$ cat config.mk
export PLATFORM = sky130hd
export DESIGN_NAME = mem_bus_ctrl
export DESIGN_NICKNAME = d
export VERILOG_FILES = /design/src/rtl/mem_bus_ctrl.sv
export SDC_FILE = /design/constraint.sdc
export NUM_CORES = 1
export LEC_CHECK = 0
export BUFFER_PORTS_ARGS = -buffer_cell sky130_fd_sc_hd__buf_4
export CAP_MARGIN = 20
export CORE_UTILIZATION = 44
export CTS_BUF_LIST = sky130_fd_sc_hd__clkbuf_8
export CTS_CLUSTER_DIAMETER = 100
export DETAILED_ROUTE_END_ITERATION = 12
export PLACE_DENSITY = 0.82
export SYNTH_ARGS = -nofsm -noshare
export SYNTH_HDL_FRONTEND = slang
export SYNTH_SLANG_ARGS = --single-unit
$ cat constraint.sdc
create_clock -name clk -period 1.9 [get_ports clk]
set_clock_uncertainty 0.15 [all_clocks]
set_input_delay 0.19 -clock clk [delete_from_list [all_inputs] [get_ports clk]]
set_output_delay 0.19 -clock clk [all_outputs]
set_load 0.05 [all_outputs]
$ cat src/rtl/mem_bus_ctrl.sv
// mem_bus_ctrl: shares one SRAM between instruction fetch and MEM-stage loads/stores.
// Each MEM access runs as a multi-cycle SRAM cycle and raises a stall until it is done.
// Ports:
//   clk, rst                 clock, synchronous active-high reset
//   mem_req/we/addr/wdata    MEM stage access request
//   mem_rdata                load result, valid from the DONE cycle and then held
//   if_addr, if_inst         fetch address and fetched instruction (NOP_INST while busy)
//   stall_request_from_mem   combinational stall request
//   sram_*                   SRAM address, data and active-low control strobes
module mem_bus_ctrl #(
   parameter int ADDR_W = 18,
   parameter int DATA_W = 16,
   parameter int WAIT_CYCLES = 2,
   parameter logic [DATA_W-1:0] NOP_INST = 16'h0800
) (
   input  logic              clk,
   input  logic              rst,
   input  logic              mem_req,
   input  logic              mem_we,
   input  logic [ADDR_W-1:0] mem_addr,
   input  logic [DATA_W-1:0] mem_wdata,
   output logic [DATA_W-1:0] mem_rdata,
   input  logic [ADDR_W-1:0] if_addr,
   output logic [DATA_W-1:0] if_inst,
   output logic              stall_request_from_mem,
   output logic [ADDR_W-1:0] sram_addr,
   output logic [DATA_W-1:0] sram_wdata,
   output logic              sram_wdata_oe,
   input  logic [DATA_W-1:0] sram_rdata,
   output logic              sram_ce_n,
   output logic              sram_oe_n,
   output logic              sram_we_n
);
   localparam int CW = $clog2(WAIT_CYCLES + 1);
   localparam logic [CW-1:0] W = CW'(WAIT_CYCLES);
   typedef enum logic [1:0] {IDLE, MEM_ACC, DONE} state_t;
   state_t            r_state;
   logic [CW-1:0]     r_cnt;
   logic [ADDR_W-1:0] r_addr;
   logic              r_we;
   logic [DATA_W-1:0] r_wdata;
   logic [DATA_W-1:0] r_rdata;
   logic              w_acc;
   logic              w_busy;
   always_ff @(posedge clk) begin
      if (rst) begin
         r_state <= IDLE;
         r_cnt   <= '0;
         r_addr  <= '0;
         r_we    <= 1'b0;
         r_wdata <= '0;
         r_rdata <= '0;
      end else begin
         case (r_state)
            IDLE: if (mem_req) begin
               r_state <= MEM_ACC;
               r_cnt   <= W;
               r_addr  <= mem_addr;
               r_we    <= mem_we;
               r_wdata <= mem_wdata;
            end
            MEM_ACC: if (r_cnt == '0) begin
               r_state <= DONE;
               if (!r_we) r_rdata <= sram_rdata;
            end else r_cnt <= r_cnt - 1'b1;
            default: r_state <= IDLE;
         endcase
      end
   end
   always_comb begin
      w_acc                  = r_state == MEM_ACC;
      w_busy                 = w_acc | (r_state == IDLE & mem_req);
      stall_request_from_mem = !rst & w_busy;
      if_inst                = (rst | w_busy) ? NOP_INST : sram_rdata;
      sram_addr              = w_acc ? r_addr : if_addr;
      sram_wdata             = r_wdata;
      sram_wdata_oe          = !rst & w_acc & r_we;
      sram_ce_n              = rst;
      sram_oe_n              = rst | (w_acc & r_we);
      // write strobe skips the first (setup) and last (hold) access cycles
      sram_we_n              = !(sram_wdata_oe && r_cnt != W && r_cnt != '0);
      mem_rdata              = r_rdata;
   end
endmodule

==> metrics.yaml <==
cells_and_area:
  num_antenna_cells: 0
  area_growth_pct: 75.0
  nets: 552
  mostFrequentLayoutCells: "148 x buf_4, 103 x nand2_1, 53 x dfxtp_1"
  final_common_cell: "buf_4"
  final_core_util: 0.801
  n_fill_cell: 336
  drive_gt1_frac: 0.388
  final-instance-count-excl-fill: 547
die:
  dieArea_mm2: 0.00565
  start_util: 0.458
  rows: 26
  io_pins: 143
  fp.dieH_um: 75.1
  coreArea_mm2: 0.00514
  die_w_um: 75.1
placed_design:
  finalWeightedCongestion: 0.780
  place_inst: 487
  place_hpwl_mm: 4.34
  place.port_buffers: 142
  pre_cts_slack_ns: 0.117
sta:
  setup_tns_ns: 0
  period_minus_slack_ns: 1.85
  finalCritPeriodShare: 0.976
  tightest_slew_ns: 0.457
  holdWs_ns: 0.00753
  setup_violations: 0
  rsz0062_at_grt: "false"
  slew_violations: 0
  setup_ws_ns: 0.0457
  hold_viol: 0
  fmax_mhz: 539
  maxSlewHeadroom: 0.695
worst_setup_path:
  worstSetupPathType: "reg2out"
  end_kind: "primary output"
  path_max_fanout: 11
  cp-start-kind: "flop"
  cp.arrival_ns: 1.51
  required_ns: 1.56
synthesis:
  synth_area_mm2: 0.00235
  seq_area_frac_synth: 0.468
  yosys-top-cells-area: "dfxtp_1 47%, nand2_1 17%, a21oi_1 11%, mux2_2 8.6%, and2_1 4.0%"
  yosys.area.top_type_share: 0.468
  syn_area_per_cell_um2: 8.14
  yosysWarnings: 0
  synth_top_area_cell: "dfxtp_1"
  synth_cell_types: 25
  syn_inst: 289
  syn_nets: 363
  synth-seq-cells: 55
power_and_ir_drop:
  p_comb_frac: 0.365
  vdd_drop_max_mv: 0.523
  leakage_nw: 1.86
  swShare: 0.350
  powerDensity_mw_per_mm2: 711
  pwr-share-seq: 0.434
  p_int_mw: 1.90
  p_sw_mw: 1.02
  power_frac_clock: 0.201
cts:
  clock_sinks: 55
  cts_root_buffer: "clkbuf_8"
  numCtsBuffers: 5
  clock_path_buffers: 2
  cts_tree: "done"
  cts_max_level: 2
  clk_latency_ns: 0.30
  path_clk_slew_ns: 0.09
min_path:
  min_path_type: "in2reg"
drt:
  dr.first_iter.drc_count: 138
  drc_errors: 0
  viasPerCell: 4.94
  wire_per_inst_um: 13.4
  num_vias: 2700
  postRouteAntennaNets: 0
  wirelength_mm: 7.36
  dr.pass1.iters: 4
grt:
  grt_pass1_wl_mm: 10.6
  overflow: 0
  grt_usage: 0.248
  grt_max_degree: 46
  grt_pass1_vias: 2411
  antenna_found_initial: 0
job:
  timing.max_cap.violations: 0
status:
  status: "finished clean"
[logic make-up after synthesis]
kind of cell             count (synthesis)  synth area share
adder cells (fa/ha/maj)                  2            0.0106
flip-flops                              55             0.468
buffers and inverters                   24            0.0585
multiplexers                            18            0.0861
AO/OA/AOI/OAI                           55             0.121
AND/OR/NAND/NOR                        135             0.256
[metrics by stage]
step                total power, mW  cell area [um^2]
finish                         2.93              4120
CTS                            2.94              4100
floorplan                      1.92              2370
global route                   3.06              4120
global placement               2.23              3460
detailed placement             2.24              3460
[path summary, 6_finish.rpt]
check / cells after the start / slack, ns / startpoint / end
worst max-delay path: 4 / 0.05 / r_state[1]$_SDFFE_PP0P_ / sram_addr[7]
worst min-delay path: 3 / 0.008 / sram_rdata[0] / mem_rdata[0]$_SDFFE_PP0P_
worst max register to register: 5 / 0.24 / r_cnt[0]$_SDFFE_PP0P_ / mem_rdata[4]$_SDFFE_PP0P_
worst min register to register: 2 / 0.31 / r_addr[12]$_SDFFE_PP0P_ / r_addr[12]$_SDFFE_PP0P_
[area by class of cell]
class / instances / area (um^2) / area share
Timing Repair Buffer: 202 / 1680 / 0.408
Tap cell: 70 / 87.6 / 0.0213
Inverter: 3 / 11.3 / 0.00273
Multi-Input combinational cell: 211 / 1160 / 0.281
Sequential cell: 55 / 1110 / 0.269
Clock buffer: 5 / 68.8 / 0.0167
Clock inverter: 1 / 3.75 / 0.000911
[cell usage after synthesis (all sizes together)]
| cell type | instances |
|---|---|
| nand4bb | 1 |
| and4bb | 1 |
| a31oi | 1 |
| clkbuf | 6 |
| ha | 2 |
| a21oi | 51 |
| nand2 | 104 |
| inv | 3 |
| and2 | 15 |
| mux2 | 18 |
| a221oi | 1 |
| or3 | 1 |
| nor3b | 3 |
| o21bai | 2 |
| nand3 | 1 |
| and2b | 1 |
| buf | 15 |
| nand2b | 2 |
| nor3 | 1 |
| nor2 | 4 |
| or3b | 1 |
| dfxtp | 55 |
[state kept, by name, summed over array words and instances, names as in the netlist]
name        count
sram_wdata     16
r_addr         18
r_state         2
r_cnt           2
mem_rdata      16
r_we            1
[worst max-delay path: stages (launching register included)]
cell	delay [ns]
dfxtp_4	0.37
nand2b_4	0.16
buf_16	0.15
mux2_2	0.34
buf_4	0.19
[power by group through the flow]
stage | combinational (mW) | clock (mW) | sequential (mW)
after detailed placement | 0.947 | 0 | 1.30
after CTS | 1.06 | 0.609 | 1.27
after global routing | 1.13 | 0.648 | 1.28
after global placement | 0.933 | 0 | 1.29
after floorplan | 0.492 | 0 | 1.43
final | 1.07 | 0.589 | 1.27
[per-layer routing]
metal  global-route usage  up-vias  share of wire
met5                    0        -              0
met4               0.0864        0          0.015
met3               0.0696       11          0.069
met2                0.460      110           0.54
met1                0.271     1258           0.38
li1                     -     1321              -
[what timing repair did]
item,CTS,global route
endpoints found under the hold margin,50,0
setup buffers,2,0
hold buffers,50,0
endpoints found under the setup margin,34,23
pin swaps,0,0
resized for setup,8,5
gates cloned,2,0
(Power assumes the default switching activity.)
